File: src/rtl/io_map_pkg.sv
// io_map_pkg: shared IO register map for the memory-mapped peripherals.
//   - one-hot word-address select bits for each register
//   - bit positions inside the UART status word
//   - UART shifter state encoding
package io_map_pkg;
   localparam int IO_LEDS_BIT        = 2;
   localparam int IO_UART_DATA_BIT   = 3;
   localparam int IO_UART_STATUS_BIT = 4;

   localparam int ST_BUSY      = 0;
   localparam int ST_EMPTY     = 1;
   localparam int ST_OVF       = 2;
   localparam int ST_COUNT_LSB = 4;
   localparam int ST_FULL      = 9;

   typedef enum logic [1:0] {
      IDLE  = 2'd0,
      START = 2'd1,
      DATA  = 2'd2,
      STOP  = 2'd3
   } uart_state_t;
endpackage

File: src/rtl/io_uart_leds_if.sv
// io_uart_leds_if: the core's IO port (memory-stage IO_mem_* signals).
//   master (core): drives addr / wdata / wr, samples rdata
//   slave (peripheral): consumes addr / wdata / wr, returns rdata combinationally
interface io_uart_leds_if;
   logic [31:0] IO_mem_addr;
   logic [31:0] IO_mem_wdata;
   logic        IO_mem_wr;
   logic [31:0] IO_mem_rdata;

   modport master (output IO_mem_addr, output IO_mem_wdata, output IO_mem_wr,
                   input  IO_mem_rdata);
   modport slave  (input  IO_mem_addr, input  IO_mem_wdata, input  IO_mem_wr,
                   output IO_mem_rdata);
endinterface

File: src/rtl/sync_fifo.sv
// sync_fifo: single-clock FIFO with combinational head output.
//   clk, reset  : clock, async active-high reset (flushes pointers/count)
//   push, din   : write request; accepted when not full or when popping
//   pop, dout   : read request (ignored when empty); dout is the head entry
//   count       : occupancy 0..DEPTH; full / empty flags derived from it
// DEPTH must be a power of two so pointers wrap naturally.
module sync_fifo #(
   parameter int WIDTH = 8,
   parameter int DEPTH = 16
) (
   input  logic                       clk,
   input  logic                       reset,
   input  logic                       push,
   input  logic                       pop,
   input  logic [WIDTH-1:0]           din,
   output logic [WIDTH-1:0]           dout,
   output logic [$clog2(DEPTH+1)-1:0] count,
   output logic                       full,
   output logic                       empty
);
   localparam int AW = $clog2(DEPTH);
   localparam int CW = $clog2(DEPTH+1);

   logic [WIDTH-1:0] mem [DEPTH];
   logic [AW-1:0]    wr_ptr, rd_ptr;
   logic             do_push, do_pop;

   assign full    = (count == CW'(DEPTH));
   assign empty   = (count == '0);
   assign do_pop  = pop && !empty;
   // When full, a same-cycle pop frees the slot the push lands in.
   assign do_push = push && (!full || do_pop);
   assign dout    = mem[rd_ptr];

   always_ff @(posedge clk) begin
      if (do_push) mem[wr_ptr] <= din;
   end

   always_ff @(posedge clk or posedge reset) begin
      if (reset) begin
         wr_ptr <= '0;
         rd_ptr <= '0;
         count  <= '0;
      end else begin
         if (do_push) wr_ptr <= wr_ptr + AW'(1);
         if (do_pop)  rd_ptr <= rd_ptr + AW'(1);
         case ({do_push, do_pop})
            2'b10:   count <= count + CW'(1);
            2'b01:   count <= count - CW'(1);
            default: count <= count;
         endcase
      end
   end
endmodule

File: src/rtl/io_uart_leds.sv
// io_uart_leds: IO peripheral with an LED register and a buffered 8N1 UART TX.
//   clk, reset : system clock, async active-high reset
//   bus        : core IO port (slave); reads are combinational, writes on wr
//   tx         : UART serial output, idle high (registered)
//   leds       : LED register (registered)
// Registers are picked by one-hot word-address bits (see io_map_pkg).
module io_uart_leds
   import io_map_pkg::*;
#(
   parameter int CLK_FREQ_HZ = 27000000,
   parameter int BAUD        = 115200,
   parameter int FIFO_DEPTH  = 16,
   parameter int LED_W       = 5
) (
   input  logic             clk,
   input  logic             reset,
   io_uart_leds_if.slave    bus,
   output logic             tx,
   output logic [LED_W-1:0] leds
);
   localparam int DIV = CLK_FREQ_HZ / BAUD;
   localparam int BW  = $clog2(DIV);
   localparam int CW  = $clog2(FIFO_DEPTH+1);

   logic          sel_leds, sel_data, sel_stat;
   logic          push, pop, clr_ovf, ovf;
   logic          fifo_full, fifo_empty;
   logic [7:0]    fifo_dout;
   logic [CW-1:0] fifo_count;
   logic [31:0]   status, rdata;

   uart_state_t   state;
   logic [BW-1:0] baud_cnt;
   logic [2:0]    bit_idx;
   logic [7:0]    shreg;

   // Only a few address/data bits are decoded; the rest are don't-care.
   logic unused_ok;
   assign unused_ok = ^{bus.IO_mem_addr, bus.IO_mem_wdata};

   assign sel_leds = bus.IO_mem_addr[IO_LEDS_BIT];
   assign sel_data = bus.IO_mem_addr[IO_UART_DATA_BIT];
   assign sel_stat = bus.IO_mem_addr[IO_UART_STATUS_BIT];

   assign push    = bus.IO_mem_wr && sel_data;
   assign clr_ovf = bus.IO_mem_wr && sel_stat && bus.IO_mem_wdata[2];

   // Pop when idle, or at the last cycle of a stop bit so frames chain
   // back-to-back with no idle gap.
   assign pop = !fifo_empty &&
                ((state == IDLE) || ((state == STOP) && (baud_cnt == '0)));

   sync_fifo #(.WIDTH(8), .DEPTH(FIFO_DEPTH)) u_fifo (
      .clk   (clk),
      .reset (reset),
      .push  (push),
      .pop   (pop),
      .din   (bus.IO_mem_wdata[7:0]),
      .dout  (fifo_dout),
      .count (fifo_count),
      .full  (fifo_full),
      .empty (fifo_empty)
   );

   always_comb begin
      status                         = '0;
      status[ST_BUSY]                = !fifo_empty || (state != IDLE);
      status[ST_EMPTY]               = fifo_empty;
      status[ST_OVF]                 = ovf;
      status[ST_COUNT_LSB +: 5]      = 5'(fifo_count);
      status[ST_FULL]                = fifo_full;
   end

   // Multiple selects OR together; UART_DATA reads as zero.
   always_comb begin
      rdata = '0;
      if (sel_leds) rdata = rdata | 32'(leds);
      if (sel_stat) rdata = rdata | status;
   end
   assign bus.IO_mem_rdata = rdata;

   always_ff @(posedge clk or posedge reset) begin
      if (reset) begin
         leds <= '0;
         ovf  <= 1'b0;
      end else begin
         if (bus.IO_mem_wr && sel_leds) leds <= bus.IO_mem_wdata[LED_W-1:0];
         // A dropped byte in the same cycle as a clear keeps the flag set.
         if (push && fifo_full && !pop) ovf <= 1'b1;
         else if (clr_ovf)              ovf <= 1'b0;
      end
   end

   always_ff @(posedge clk or posedge reset) begin
      if (reset) begin
         state    <= IDLE;
         tx       <= 1'b1;
         baud_cnt <= '0;
         bit_idx  <= '0;
         shreg    <= '0;
      end else begin
         case (state)
            IDLE: begin
               tx <= 1'b1;
               if (pop) begin
                  shreg    <= fifo_dout;
                  tx       <= 1'b0;
                  baud_cnt <= BW'(DIV-1);
                  state    <= START;
               end
            end
            START: begin
               if (baud_cnt == '0) begin
                  tx       <= shreg[0];
                  shreg    <= shreg >> 1;
                  bit_idx  <= '0;
                  baud_cnt <= BW'(DIV-1);
                  state    <= DATA;
               end else begin
                  baud_cnt <= baud_cnt - BW'(1);
               end
            end
            DATA: begin
               if (baud_cnt == '0) begin
                  baud_cnt <= BW'(DIV-1);
                  if (bit_idx == 3'd7) begin
                     tx    <= 1'b1;
                     state <= STOP;
                  end else begin
                     tx      <= shreg[0];
                     shreg   <= shreg >> 1;
                     bit_idx <= bit_idx + 3'd1;
                  end
               end else begin
                  baud_cnt <= baud_cnt - BW'(1);
               end
            end
            STOP: begin
               if (baud_cnt == '0) begin
                  if (pop) begin
                     shreg    <= fifo_dout;
                     tx       <= 1'b0;
                     baud_cnt <= BW'(DIV-1);
                     state    <= START;
                  end else begin
                     state <= IDLE;
                  end
               end else begin
                  baud_cnt <= baud_cnt - BW'(1);
               end
            end
            default: state <= IDLE;
         endcase
      end
   end
endmodule

File: src/flat_wrapper.sv
// flat-port wrapper written by rule: the top's interface ports become plain ports
module io_uart_leds_flat import io_map_pkg::*;
#(
   parameter int CLK_FREQ_HZ = 27000000,
   parameter int BAUD        = 115200,
   parameter int FIFO_DEPTH  = 16,
   parameter int LED_W       = 5
)
  (clk, reset, tx, leds, bus_IO_mem_addr, bus_IO_mem_wdata, bus_IO_mem_wr, bus_IO_mem_rdata);
  io_uart_leds_if bus_i ();
  input  logic clk;
  input  logic reset;
  output logic tx;
  output logic [LED_W-1:0] leds;
  input wire logic [$bits(bus_i.IO_mem_addr)-1:0] bus_IO_mem_addr;
  input wire logic [$bits(bus_i.IO_mem_wdata)-1:0] bus_IO_mem_wdata;
  input wire logic [$bits(bus_i.IO_mem_wr)-1:0] bus_IO_mem_wr;
  output wire logic [$bits(bus_i.IO_mem_rdata)-1:0] bus_IO_mem_rdata;
  assign bus_i.IO_mem_addr = bus_IO_mem_addr;
  assign bus_i.IO_mem_wdata = bus_IO_mem_wdata;
  assign bus_i.IO_mem_wr = bus_IO_mem_wr;
  assign bus_IO_mem_rdata = bus_i.IO_mem_rdata;
  io_uart_leds #(.CLK_FREQ_HZ(CLK_FREQ_HZ), .BAUD(BAUD), .FIFO_DEPTH(FIFO_DEPTH), .LED_W(LED_W)) u_core (.clk(clk), .reset(reset), .bus(bus_i), .tx(tx), .leds(leds));
endmodule
File: config.mk
export PLATFORM = sky130hd
export DESIGN_NAME = io_uart_leds_flat
export DESIGN_NICKNAME = d
export VERILOG_FILES = /design/src/rtl/io_map_pkg.sv /design/src/rtl/io_uart_leds_if.sv /design/src/rtl/sync_fifo.sv /design/src/rtl/io_uart_leds.sv /design/src/flat_wrapper.sv
export SDC_FILE = /design/constraint.sdc
export NUM_CORES = 1
export LEC_CHECK = 0
export BUFFER_PORTS_ARGS = -buffer_cell sky130_fd_sc_hd__buf_2
export CAP_MARGIN = 40
export CORE_ASPECT_RATIO = 0.9
export CORE_MARGIN = 4
export CORE_UTILIZATION = 46
export DETAILED_ROUTE_END_ITERATION = 10
export PLACE_DENSITY = 0.73
export SYNTH_ARGS = -nofsm -noshare
export SYNTH_HDL_FRONTEND = slang
export SYNTH_HIERARCHICAL = 1
export SYNTH_SLANG_ARGS = --single-unit
File: constraint.sdc
create_clock -name clk -period 7.9 [get_ports clk]
set_clock_uncertainty 0.2 [all_clocks]
set_input_delay 0.395 -clock clk [delete_from_list [all_inputs] [get_ports clk]]
set_output_delay 0.395 -clock clk [all_outputs]
set_load 0.02 [all_outputs]
==> run_results.csv <==
group,metric,value,unit
run_status,run_status,"finished, final reports clean",
logic_synthesis,synth_top_cell_by_area,"edfxtp_1",
die,initial_utilization,47.5,%
power,vdd_ir_drop_max,0.310,mV
placement,placedCellCount,737,
logic_synthesis,post-synth-top-area-fraction,49.3,%
logic_synthesis,post_synth_main_area_contributors,"edfxtp_1, dfrtp_1, mux4_2",
critical_path,cp_data_arrival_time,3.73,ns
logic_synthesis,synth_ff_type,"edfxtp_1",
clock_network,post_cts.resized_instances,0,
grt,antenna_found_initial,0,
clock_network,clk_transition_reported_paths,0.07,ns
timing,grt_setup_unrepaired,"no",
logic_synthesis,synth_top_cells_by_count,"edfxtp_1, dfrtp_1, mux4_2",
timing,worst_slew_pin_slew,0.873,ns
clock_network,cts_hold_repair.buffers,1,
die,floorplan.die.height,132,microns
timing,final.period_utilization,48.9,%
power,leakage,0.00323,uW
critical_path,worstPathCellList,"inv_1, ha_1, nor3b_1, a31oi_1, inv_1, buf_4, nand3b_1, nor2b_1, and3_1",
layout,layout-area-overhead-vs-synth,11.3,%
die,fp.dieArea,0.0191,sq mm
routing,vias,4692,
clock_network,cts-buffers-inserted,17,
layout,antennaDiodeCount,0,
logic_synthesis,syn-cell-area,0.00780,sq mm
die,die-width,145,microns
placement,dpl_cell_area,0.00805,sq mm
grt,grt_pass1_vias,4615,
grt,global_route.usage.total,17.4,%
timing,highest_clock_frequency_the_design_can_meet,259,MHz
logic_synthesis,synthDistinctLibCells,65,
hold_path,hold_path.class,"in2reg",
layout,fin_cells,770,
routing,initialDrtViolationCount,500,
critical_path,cp_slowest_cell,"and3_1",
logic_synthesis,synth.most_common_cell,"edfxtp_1",
logic_synthesis,syn_avg_cell_area,14.9,sq um
routing,routed_wl,16400,microns
grt,globalRouteOverflowTotal,0,
timing,setup_viol,0,
logic_synthesis,edff_count_synth,128,
layout,number_of_nets_in_the_finished_design,634,
critical_path,crit_path_end_kind,"register",
power,total_power_divided_by_cell_area,389,mW/mm^2
clock_network,clock_insertion_delay_worst_skew,0.43,ns
clock_network,cts_num_sinks,169,
layout,post_route_cells_drive_above_1_share,22.0,%
die,std_cell_rows,44,
clock_network,tritoncts_clock_tree,"built",
timing,final.min_clock_period,3.86,ns
timing,max_slew_margin,41.8,%
critical_path,critPathMostFrequentCell,"inv_1",
grt,grt_first_pass_wirelength,25900,microns
clock_network,cts.htree.levels,4,
clock_network,cts.path.max_buffers,2,
critical_path,timing.setup.critical_path_class,"reg2reg",
critical_path,start_kind,"register",
logic_synthesis,number_of_register_bits_inferred_by_synthesis,169,
placement,dp_hpwl,10400,microns
routing,vias_per_cell,6.09,
clock_network,cts_post_setup_buffers_inserted,0,
layout,stdcell_area,0.00868,sq mm
critical_path,slowest_delay,0.57,ns
layout,fin_util,52.9,%
critical_path,timing.reg2reg.worst_path_depth,9,
timing,final_max_slew_viol_count,0,
logic_synthesis,yosysWarningCount,6,
placement,gp_congestion,0.852,
hold_path,worst_hold_path_depth,3,
routing,drtAntennaViolNets,0,
grt,maximum_number_of_pins_on_one_net_before_global_route_repair,36,
clock_network,clk_root_buffer_cell,"clkbuf_16",
logic_synthesis,postSynth.asyncResetShare,24.3,%
critical_path,cp.required,7.76,ns
critical_path,critPathMaxFanout,24,
critical_path,regToRegSetupSlack,4.04,ns
logic_synthesis,synth-seq-area-share,62.5,%
timing,report.final.hold_viol_count,0,
die,coreArea,0.0164,sq mm
routing,wl_per_cell,21.2,microns
run,cap_viol_max_count,0,
logic_synthesis,syn-instance-count,523,
placement,place.port_buffers,29,
routing,count_of_unresolved_drc_violations_after_routing,0,
routing,1st_pass_router_iterations,5,
die,ios,105,
timing,final_layout_setup_total_negative_slack,0,ns
## logic make-up after synthesis
| logic type | after synthesis | synth area share, % |
|---|---|---|
| AOI/OAI and AO/OA | 83 | 8.39 |
| xor gates and xnor gates | 10 | 1.12 |
| adders and majority gates | 17 | 2.82 |
| buffers and inverters | 63 | 4.38 |
| DFF | 169 | 62.5 |
| muxes | 46 | 11.2 |
| other | 1 | 0.0481 |
| and+or+nand+nor | 134 | 9.56 |
## per-layer routing
metal	track usage, %	wire length (microns)	up-vias
met5	0	0	-
met4	4.43	194	0
met3	4.75	1080	23
met2	29.2	8360	185
met1	22.8	6730	2411
li1	-	-	2073
## stage by stage
| step | power [uW] | setup WS (ns) | hold WS, ns |
|---|---|---|---|
| 2_1_floorplan | 2230 | 4.21 | 0.0720 |
| 3_3_place_gp | 2460 | 4.25 | 0.268 |
| 3_5_place_dp | 2520 | 4.11 | 0.219 |
| 4_1_cts | 3390 | 4.08 | 0.0828 |
| 5_1_grt | 3580 | 3.77 | 0.0965 |
| 6_report | 3380 | 4.04 | 0.103 |
## final cells by class
| cell class | count | area, sq um |
|---|---|---|
| fillers | 1300 | 7720 |
| flip-flops and latches | 169 | 4870 |
| multi-input cells | 312 | 2670 |
| clock buffers | 17 | 425 |
| well taps | 207 | 259 |
| repair buffers | 34 | 205 |
| clock inverters | 15 | 193 |
| inverters | 16 | 60.1 |
## worst max-delay path: cells and delay by family, from the launching register on
kind,cells,cell delay (ns)
AND/OR/NAND/NOR,4,1.65
buffers and inverters,3,0.60
flip-flops,1,0.47
adder cells (fa/ha/maj),1,0.31
AO/OA/AOI/OAI,1,0.26
## sequential cells by signal, summed over array words and instances (netlist names)
register and count:
u_core/baud_cnt 8, u_core/bit_idx 3, u_core/leds 5, u_core/ovf 1
u_core/shreg 8, u_core/state 2, u_core/tx 1, u_core/u_fifo/count 5
u_core/u_fifo/mem 128, u_core/u_fifo/rd_ptr 4, u_core/u_fifo/wr_ptr 4
## where the power goes
group          internal, uW  switching (uW)  total, uW
registers              1090             158       1240
clock network           460             396        855
logic                   549             731       1280
total                  2090            1280       3380
## placed cells by master, fill, tap and decap left out, types with 3 or more instances in the layout
master,instances
edfxtp_1,128
dfrtp_1,38
mux4_2,32
buf_2,29
a22oi_1,23
conb_1,22
nand2_1,21
nor2_1,21
nand3_1,18
clkbuf_16,17
and3_1,17
ha_1,16
inv_1,15
and2_1,13
mux2_2,10
o21ai_0,10
nor2b_1,8
nor3_1,8
nand4_1,8
a21oi_1,7
a22o_1,6
xnor2_1,6
inv_6,4
inv_8,4
nor4_1,4
a31oi_1,4
o22ai_1,4
xor2_1,4
clkinv_8,3
o211ai_1,3
a32o_1,3
mux2i_1,3
nand2b_1,3
a31o_2,3
buf_4,3
nand3b_1,3
## path summary, 6_finish.rpt
path                                         start                       to
worst min register to register     u_core/shreg[7]          u_core/shreg[7]
worst min-delay path                 bus_IO_mem_wr               u_core/ovf
worst max register to register  u_core/baud_cnt[0]  u_core/u_fifo/mem[1][7]
max in group asynchronous                    reset          u_core/shreg[4]
worst max-delay path            u_core/baud_cnt[0]  u_core/u_fifo/mem[1][7]
min in group asynchronous                    reset           u_core/leds[3]
Note: power is estimated with default switching activity, not from simulation.
